--- config.mk ---
export PLATFORM = sky130hd
export DESIGN_NAME = pipe_stage_reg
export DESIGN_NICKNAME = d
export VERILOG_FILES = /design/src/rtl/pipe_stage_reg.sv
export SDC_FILE = /design/constraint.sdc
export NUM_CORES = 1
export LEC_CHECK = 0
export CAP_MARGIN = 20
export CORE_AREA = 5 5 150 152
export DETAILED_ROUTE_END_ITERATION = 8
export DIE_AREA = 0 0 155 157
export GPL_ROUTABILITY_DRIVEN = 0
export PLACE_DENSITY = 0.74
export SLEW_MARGIN = 5
export SYNTH_ARGS = -nofsm -noshare
export SYNTH_HDL_FRONTEND = slang
export SYNTH_SLANG_ARGS = --single-unit
--- constraint.sdc ---
create_clock -name clk -period 1.63 [get_ports clk]
set_input_delay 0.326 -clock clk [delete_from_list [all_inputs] [get_ports clk]]
set_output_delay 0.326 -clock clk [all_outputs]
set_load 0.01 [all_outputs]
--- src/rtl/pipe_stage_reg.sv ---
// -----------------------------------------------------------------------------
// pipe_stage_reg
//   Generic pipeline stage register: one instruction word, a valid bit,
//   N_CH packed data channels and a control-bit vector. Each rising clock
//   edge performs exactly one action, highest priority first:
//     flush  -> capture a bubble (squash, wins even over hold)
//     hold / !en -> keep every register unchanged (replay)
//     stall  -> capture a bubble
//     else   -> load the incoming instruction
//   A bubble clears valid, injects NOP_INSTR, clears the KILL_MASK control
//   bits (others pass through) and still captures the data channels.
//
//   Optional feature: define PIPE_PERF_CNT_EN to build saturating 16-bit
//   bubble / hold performance counters. Without it the counter outputs are
//   tied to zero and no counter flops exist.
//
// Ports
//   clk        : clock, rising-edge active
//   rst        : asynchronous reset, active low
//   en         : stage load enable (0 holds every field)
//   stall      : hazard stall, capture a bubble
//   hold       : downstream stall, keep current contents
//   flush      : squash, capture a bubble
//   valid_in   : incoming instruction is real
//   instr_in   : incoming instruction word (16 bits)
//   data_in    : packed channels, channel k at [k*DATA_W +: DATA_W]
//   ctrl_in    : incoming control bits
//   valid_out  : registered valid
//   instr_out  : registered instruction
//   data_out   : registered data channels
//   ctrl_out   : registered control bits
//   bubble_out : current contents are an injected bubble
//   bubble_cnt : bubbles injected (counter build only, else 0)
//   hold_cnt   : cycles spent holding (counter build only, else 0)
// -----------------------------------------------------------------------------
module pipe_stage_reg #(
  parameter int                DATA_W    = 16,
  parameter int                N_CH      = 9,
  parameter int                CTRL_W    = 16,
  parameter logic [CTRL_W-1:0] KILL_MASK = {CTRL_W{1'b1}},
  parameter logic [15:0]       NOP_INSTR = 16'h0800
) (
  input  logic                     clk,
  input  logic                     rst,
  input  logic                     en,
  input  logic                     stall,
  input  logic                     hold,
  input  logic                     flush,
  input  logic                     valid_in,
  input  logic [15:0]              instr_in,
  input  logic [N_CH*DATA_W-1:0]   data_in,
  input  logic [CTRL_W-1:0]        ctrl_in,
  output logic                     valid_out,
  output logic [15:0]              instr_out,
  output logic [N_CH*DATA_W-1:0]   data_out,
  output logic [CTRL_W-1:0]        ctrl_out,
  output logic                     bubble_out,
  output logic [15:0]              bubble_cnt,
  output logic [15:0]              hold_cnt
);

  localparam int DW_TOT = N_CH * DATA_W;

  typedef enum logic [1:0] {
    ACT_LOAD   = 2'd0,
    ACT_HOLD   = 2'd1,
    ACT_BUBBLE = 2'd2
  } act_e;

  act_e                act_s;

  logic                valid_r;
  logic [15:0]         instr_r;
  logic [DW_TOT-1:0]   data_r;
  logic [CTRL_W-1:0]   ctrl_r;
  logic                bubble_r;

  logic                valid_nxt_s;
  logic [15:0]         instr_nxt_s;
  logic [DW_TOT-1:0]   data_nxt_s;
  logic [CTRL_W-1:0]   ctrl_nxt_s;
  logic                bubble_nxt_s;

  // Action select: flush beats hold so a squashed instruction never replays.
  always_comb begin
    act_s = ACT_LOAD;
    if (flush) begin
      act_s = ACT_BUBBLE;
    end else if (hold || !en) begin
      act_s = ACT_HOLD;
    end else if (stall) begin
      act_s = ACT_BUBBLE;
    end else begin
      act_s = ACT_LOAD;
    end
  end

  // Next-state values for the stage register fields.
  always_comb begin
    valid_nxt_s  = valid_r;
    instr_nxt_s  = instr_r;
    data_nxt_s   = data_r;
    ctrl_nxt_s   = ctrl_r;
    bubble_nxt_s = bubble_r;
    case (act_s)
      ACT_BUBBLE: begin
        // Data still flows on a bubble; only valid/instr/killable ctrl are squashed.
        valid_nxt_s  = 1'b0;
        instr_nxt_s  = NOP_INSTR;
        data_nxt_s   = data_in;
        ctrl_nxt_s   = ctrl_in & ~KILL_MASK;
        bubble_nxt_s = 1'b1;
      end
      ACT_LOAD: begin
        valid_nxt_s  = valid_in;
        instr_nxt_s  = instr_in;
        data_nxt_s   = data_in;
        ctrl_nxt_s   = ctrl_in;
        bubble_nxt_s = 1'b0;
      end
      ACT_HOLD: begin
        valid_nxt_s  = valid_r;
        instr_nxt_s  = instr_r;
        data_nxt_s   = data_r;
        ctrl_nxt_s   = ctrl_r;
        bubble_nxt_s = bubble_r;
      end
      default: begin
        valid_nxt_s  = valid_r;
        instr_nxt_s  = instr_r;
        data_nxt_s   = data_r;
        ctrl_nxt_s   = ctrl_r;
        bubble_nxt_s = bubble_r;
      end
    endcase
  end

  // Stage register; reset presents a bubble carrying NOP_INSTR.
  always_ff @(posedge clk or negedge rst) begin
    if (!rst) begin
      valid_r  <= 1'b0;
      instr_r  <= NOP_INSTR;
      data_r   <= {DW_TOT{1'b0}};
      ctrl_r   <= {CTRL_W{1'b0}};
      bubble_r <= 1'b1;
    end else begin
      valid_r  <= valid_nxt_s;
      instr_r  <= instr_nxt_s;
      data_r   <= data_nxt_s;
      ctrl_r   <= ctrl_nxt_s;
      bubble_r <= bubble_nxt_s;
    end
  end

  assign valid_out  = valid_r;
  assign instr_out  = instr_r;
  assign data_out   = data_r;
  assign ctrl_out   = ctrl_r;
  assign bubble_out = bubble_r;

`ifdef PIPE_PERF_CNT_EN
  logic [15:0] bubble_cnt_r;
  logic [15:0] hold_cnt_r;

  // Saturating performance counters; they stick at all-ones instead of wrapping.
  always_ff @(posedge clk or negedge rst) begin
    if (!rst) begin
      bubble_cnt_r <= 16'd0;
      hold_cnt_r   <= 16'd0;
    end else begin
      if ((act_s == ACT_BUBBLE) && (bubble_cnt_r != 16'hFFFF)) begin
        bubble_cnt_r <= bubble_cnt_r + 16'd1;
      end else begin
        bubble_cnt_r <= bubble_cnt_r;
      end
      if ((act_s == ACT_HOLD) && (hold_cnt_r != 16'hFFFF)) begin
        hold_cnt_r <= hold_cnt_r + 16'd1;
      end else begin
        hold_cnt_r <= hold_cnt_r;
      end
    end
  end

  assign bubble_cnt = bubble_cnt_r;
  assign hold_cnt   = hold_cnt_r;
`else
  assign bubble_cnt = 16'd0;
  assign hold_cnt   = 16'd0;
`endif

endmodule

==> out/qor.yml, run 1 <==
run_status: "finished clean"
setup_violations: 0
place_ws_ns: -0.265
track_usage: 0.172
pin_count: 393
max_stage_delay_ns: 0.53
finalMaxSlewViolations: 0
yosysWarningCount: 0
final_area_um2: 11800
nets: 1052
cts.htree.levels: 4
yosysSeqAreaShare: 0.602
crit_arrival_ns: 1.24
drtIter0Drc: 175
period_share: 0.962
cts.sinks: 178
die_area_um2: 24300
worstSetupEndpoint: "instr_out[11]"
timing.rr.start: "data_out[64]"
synthDistinctLibCells: 20
critPathTopFamily: "flip-flops"
drt-wirelength-per-cell_um: 18.6
crit_fanout: 2
ff2ff_setup_slack_ns: 0.83
core_area_um2: 20900
period_needed_ns: 1.57
die_h_um: 157
clockBufferDepth: 2
critical_path_class: "reg2out"
maxCapViolCount: 0
antenna_cells: 0
crit_start: "instr_out[11]"
die_x_um: 155
insertion_delay_ns: 0.42
post_cts_buffers: 0
synth_area_leaders: "dfrtp_1, mux2_2, mux2_4"
drive_above_1_share: 0.236
peakVddDrop_uv: 616
cts_root_buf: "clkbuf_16"
ant_nets: 0
antenna_found_initial: 0
io_buffer_count: 360
power_density_nw_per_um2: 976
grt_pass1_wl_mm: 32.9
clock-skew-final_ns: 0
rsz0062_at_grt: "no"
start_util: 0.354
path_cells: "dlygate4sd2_1"
routed.top_layer: "met4"
netlist_area_um2: 7400
syn-instance-count: 490
hp-class: "in2async"
r2r_cells: 1
endpoint_kind: "primary output"
path_clk_slew_ns: 0.08
cts_tree: "built"
path_buf_inv: 1
grt_max_degree: 43
vias_per_cell: 4.54
cp_num_cells: 1
finalHoldWorstSlack_ns: 0.376
crit_required_ns: 1.30
p_leak_nw: 5.41
cts_buffers: 17
drcViolationCount: 0
place_area_um2: 11400
area_growth_pct: 58.8
wl_met1_mm: 8.35
fin_util: 0.563
wl_met2_mm: 10.9
synth-seq-cells: 178
finalNonFillerCells: 1157
hold_viol: 0
synth_top_area_frac: 0.595
hpwlAfterDp_mm: 16.7
synth_top_cell_by_area: "dfrtp_1"
synth.avg_cell_area_um2: 15.1
floorplan.rows: 53
wl_met3_mm: 2.07
timing.fmax_ghz: 0.638
dr.pass1.iters: 5
wirelength_mm: 21.6
critPathLaunchType: "flip-flop"
num_vias: 5256
layout_setup_ws_ns: 0.0620
r2r_end: "data_out[64]"
grt_overflow: 0
dp.cells: 1124
cp_slowest_cell: "dfstp_2"
grt_pass1_vias: 5602
## Yosys cell counts, drive strengths merged
library cell and count:
dfrtp 176, mux2 144, buf 52, nand2 34
nand3b 33, a21oi 32, clkbuf 10, dfstp 2
nor2 2, conb 1, nand2b 1, nor2b 1
nor3 1, o21bai 1
## placed cells by master (no fill, tap or decap), types with 2 or more instances in the layout
cell type,instances
clkbuf_1,3
nand3b_1,33
a21oi_1,32
dlygate4sd2_1,178
bufinv_16,3
mux2_4,60
mux2_2,84
buf_4,16
clkbuf_16,17
inv_6,5
dfstp_2,2
clkinv_4,2
buf_12,14
clkdlybuf4s50_1,181
dfrtp_1,176
nand2_1,34
conb_1,32
## timing repair
action / 4_1_cts / 5_1_grt
gates resized for setup: 178 / 0
endpoints found under the hold margin: 26 / 0
setup endpoints to repair: 178 / 0
hold buffers: 1 / 0
## through the flow
stage | power, mW | setup TNS (ns)
floorplan | 6.06 | 0
global placement | 7.54 | -31.00
detailed placement | 7.58 | -33.10
CTS | 11.7 | 0
global route | 12.0 | 0
finish | 11.5 | 0
## how the worst min path moves through the flow
stage	start	endpoint	slack (ns)	cells after the start
after floorplan	rst	ctrl_out[0]	0.03	0
after global placement	rst	instr_out[10]	0.27	1
after detailed placement	rst	instr_out[7]	0.27	1
after CTS	rst	instr_out[8]	0.37	2
after global routing	rst	instr_out[10]	0.40	2
final	rst	instr_out[7]	0.38	2
## area by class of cell
cell class	count	area (um^2)
Clock inverter	12	170
Tap cell	275	344
Timing Repair Buffer	391	3790
Sequential cell	178	4460
Multi-Input combinational cell	281	2560
Fill cell	1823	9130
Clock buffer	20	437
## metal layers
layer	global-route usage	vias to the layer above
li1	-	2383
met1	0.204	2605
met2	0.299	252
met3	0.0641	16
met4	0.0425	0
met5	0	-
## flip-flops by register name, indices dropped and copies added, names as in the netlist
name / cells
bubble_out: 1
ctrl_out: 16
data_out: 144
instr_out: 16
valid_out: 1
## cell families (layout without fill, tap and decap cells)
family,Yosys count,after routing,synth area share
AOI/OAI and AO/OA,33,33,0.0226
buffers and inverters,62,423,0.0681
DFF,178,178,0.602
muxes,144,144,0.249
other,1,32,0.000507
and+or+nand+nor,72,72,0.0573
## power by group
part | internal [mW] | total (mW) | switching [mW] | leakage [nW]
Sequential | 4.80 | 5.01 | 0.207 | 2.14
Clock | 2.46 | 4.29 | 1.83 | 0.293
Combinational | 1.30 | 2.17 | 0.873 | 2.98
Total | 8.56 | 11.5 | 2.91 | 5.41
Note: power is estimated with default switching activity, not from simulation.
==> inputs of run 2 (changes only) <==
- PLACE_DENSITY: 0.74 -> 0.8
==> out/qor.yml, run 2 (synthesis results as in run 1) <==
run_status: "finished clean"
vias_per_cell: 4.52
finalMaxSlewViolations: 0
io_buffer_count: 360
ff2ff_setup_slack_ns: 0.84
clockBufferDepth: 2
final_common_cell: "clkdlybuf4s50_1"
insertion_delay_ns: 0.42
grt_pass1_wl_mm: 32.7
crit_arrival_ns: 1.22
r2r_cells: 2
finalHoldWorstSlack_ns: 0.416
path_cells: "dlygate4sd2_1"
hp-class: "in2async"
crit_required_ns: 1.30
cts_buffers: 17
clock-skew-final_ns: 0
wirelength_mm: 21.4
drcViolationCount: 0
layout_setup_ws_ns: 0.0836
timing.rr.start: "instr_out[11]"
place_ws_ns: -0.269
cts_root_buf: "clkbuf_16"
antenna_cells: 0
cts.htree.levels: 4
largest_register_ffs: 144
floorplan.rows: 53
pin_count: 393
place_area_um2: 11300
ant_nets: 0
cts_tree: "built"
p_leak_nw: 5.37
path_buf_inv: 1
critical_path_class: "reg2out"
grt_max_degree: 45
fillers: 1821
rsz0062_at_grt: "no"
antenna_found_initial: 0
maxCapViolCount: 0
grt_overflow: 0
track_usage: 0.172
num_vias: 5213
grt_pass1_vias: 5770
cts.sinks: 178
final_cell_mix: "clkdlybuf4s50_1, dlygate4sd2_1, dfrtp_1, mux2_2, mux2_4"
critPathTopFamily: "flip-flops"
area_growth_pct: 58.0
max_stage_delay_ns: 0.53
critPathLaunchType: "flip-flop"
die_area_um2: 24300
endpoint_kind: "primary output"
path_clk_slew_ns: 0.07
drtIter0Drc: 181
hpwlAfterDp_mm: 16.5
start_util: 0.354
core_area_um2: 20900
peakVddDrop_uv: 582
fin_util: 0.560
timing.fmax_ghz: 0.647
post_cts_buffers: 0
drt-wirelength-per-cell_um: 18.6
hold_viol: 0
nets: 1049
period_share: 0.949
die_h_um: 157
setup_tns_ns: 0
die_x_um: 155
cp_slowest_cell: "dfstp_2"
r2r_end: "instr_out[11]"
final_area_um2: 11700
crit_fanout: 2
period_needed_ns: 1.55
dr.pass1.iters: 6
setup_violations: 0
power_density_nw_per_um2: 949
drive_above_1_share: 0.235
run 2: cell types whose count changed in the layout (fill, tap and decap cells not counted):
cell / delta
clkinvlp_4: +2
buf_4: -3
clkinv_2: +1
bufinv_16: -3
inv_8: +2
clkbuf_1: -2
inv_6: -1
clkbuf_8: +1
clkinv_4: -1
clkinv_8: +1
run 2: per-layer routing:
layer	up-vias	track usage	wire length [um]
li1	2379	-	-
met1	2584	0.201	8310
met2	236	0.299	10800
met3	14	0.0685	2090
met4	0	0.0387	214
met5	-	0	0
run 2: how the worst max path moves through the flow:
stage	startpoint	end	slack, ns	cells after the start
after CTS	bubble_out	bubble_out	0.05	1
after global routing	bubble_out	bubble_out	0.03	1
after floorplan	en	data_out[100]	0.20	6
after global placement	hold	data_out[22]	-0.24	6
final	bubble_out	bubble_out	0.08	1
after detailed placement	hold	data_out[22]	-0.27	6
run 2: per-stage QoR:
stage / total power [mW] / std cells
finish: 11.1 / 1154
global route: 11.6 / 1154
global placement: 7.51 / 1121
CTS: 11.3 / 1154
floorplan: 6.06 / 521
detailed placement: 7.57 / 1121
run 2: layout make-up:
class                   instances  area [um^2]  area share
flip-flops and latches        178         4460       0.381
repair buffers                388         3770       0.322
multi-input cells             281         2560       0.219
clock buffers                  19          443      0.0379
well taps                     275          344      0.0294
clock inverters                13          121      0.0104
run 2: power breakdown:
| group | leakage [nW] | switching (mW) | internal [mW] |
|---|---|---|---|
| Combinational | 2.96 | 0.874 | 1.29 |
| Sequential | 2.14 | 0.195 | 4.80 |
| Clock | 0.269 | 1.87 | 2.06 |
run 2: what timing repair did:
item                       4_1_cts  5_1_grt
hold endpoints to repair        35        0
hold buffers                     1        0
gates resized for setup        178        0
setup endpoints to repair      178        0
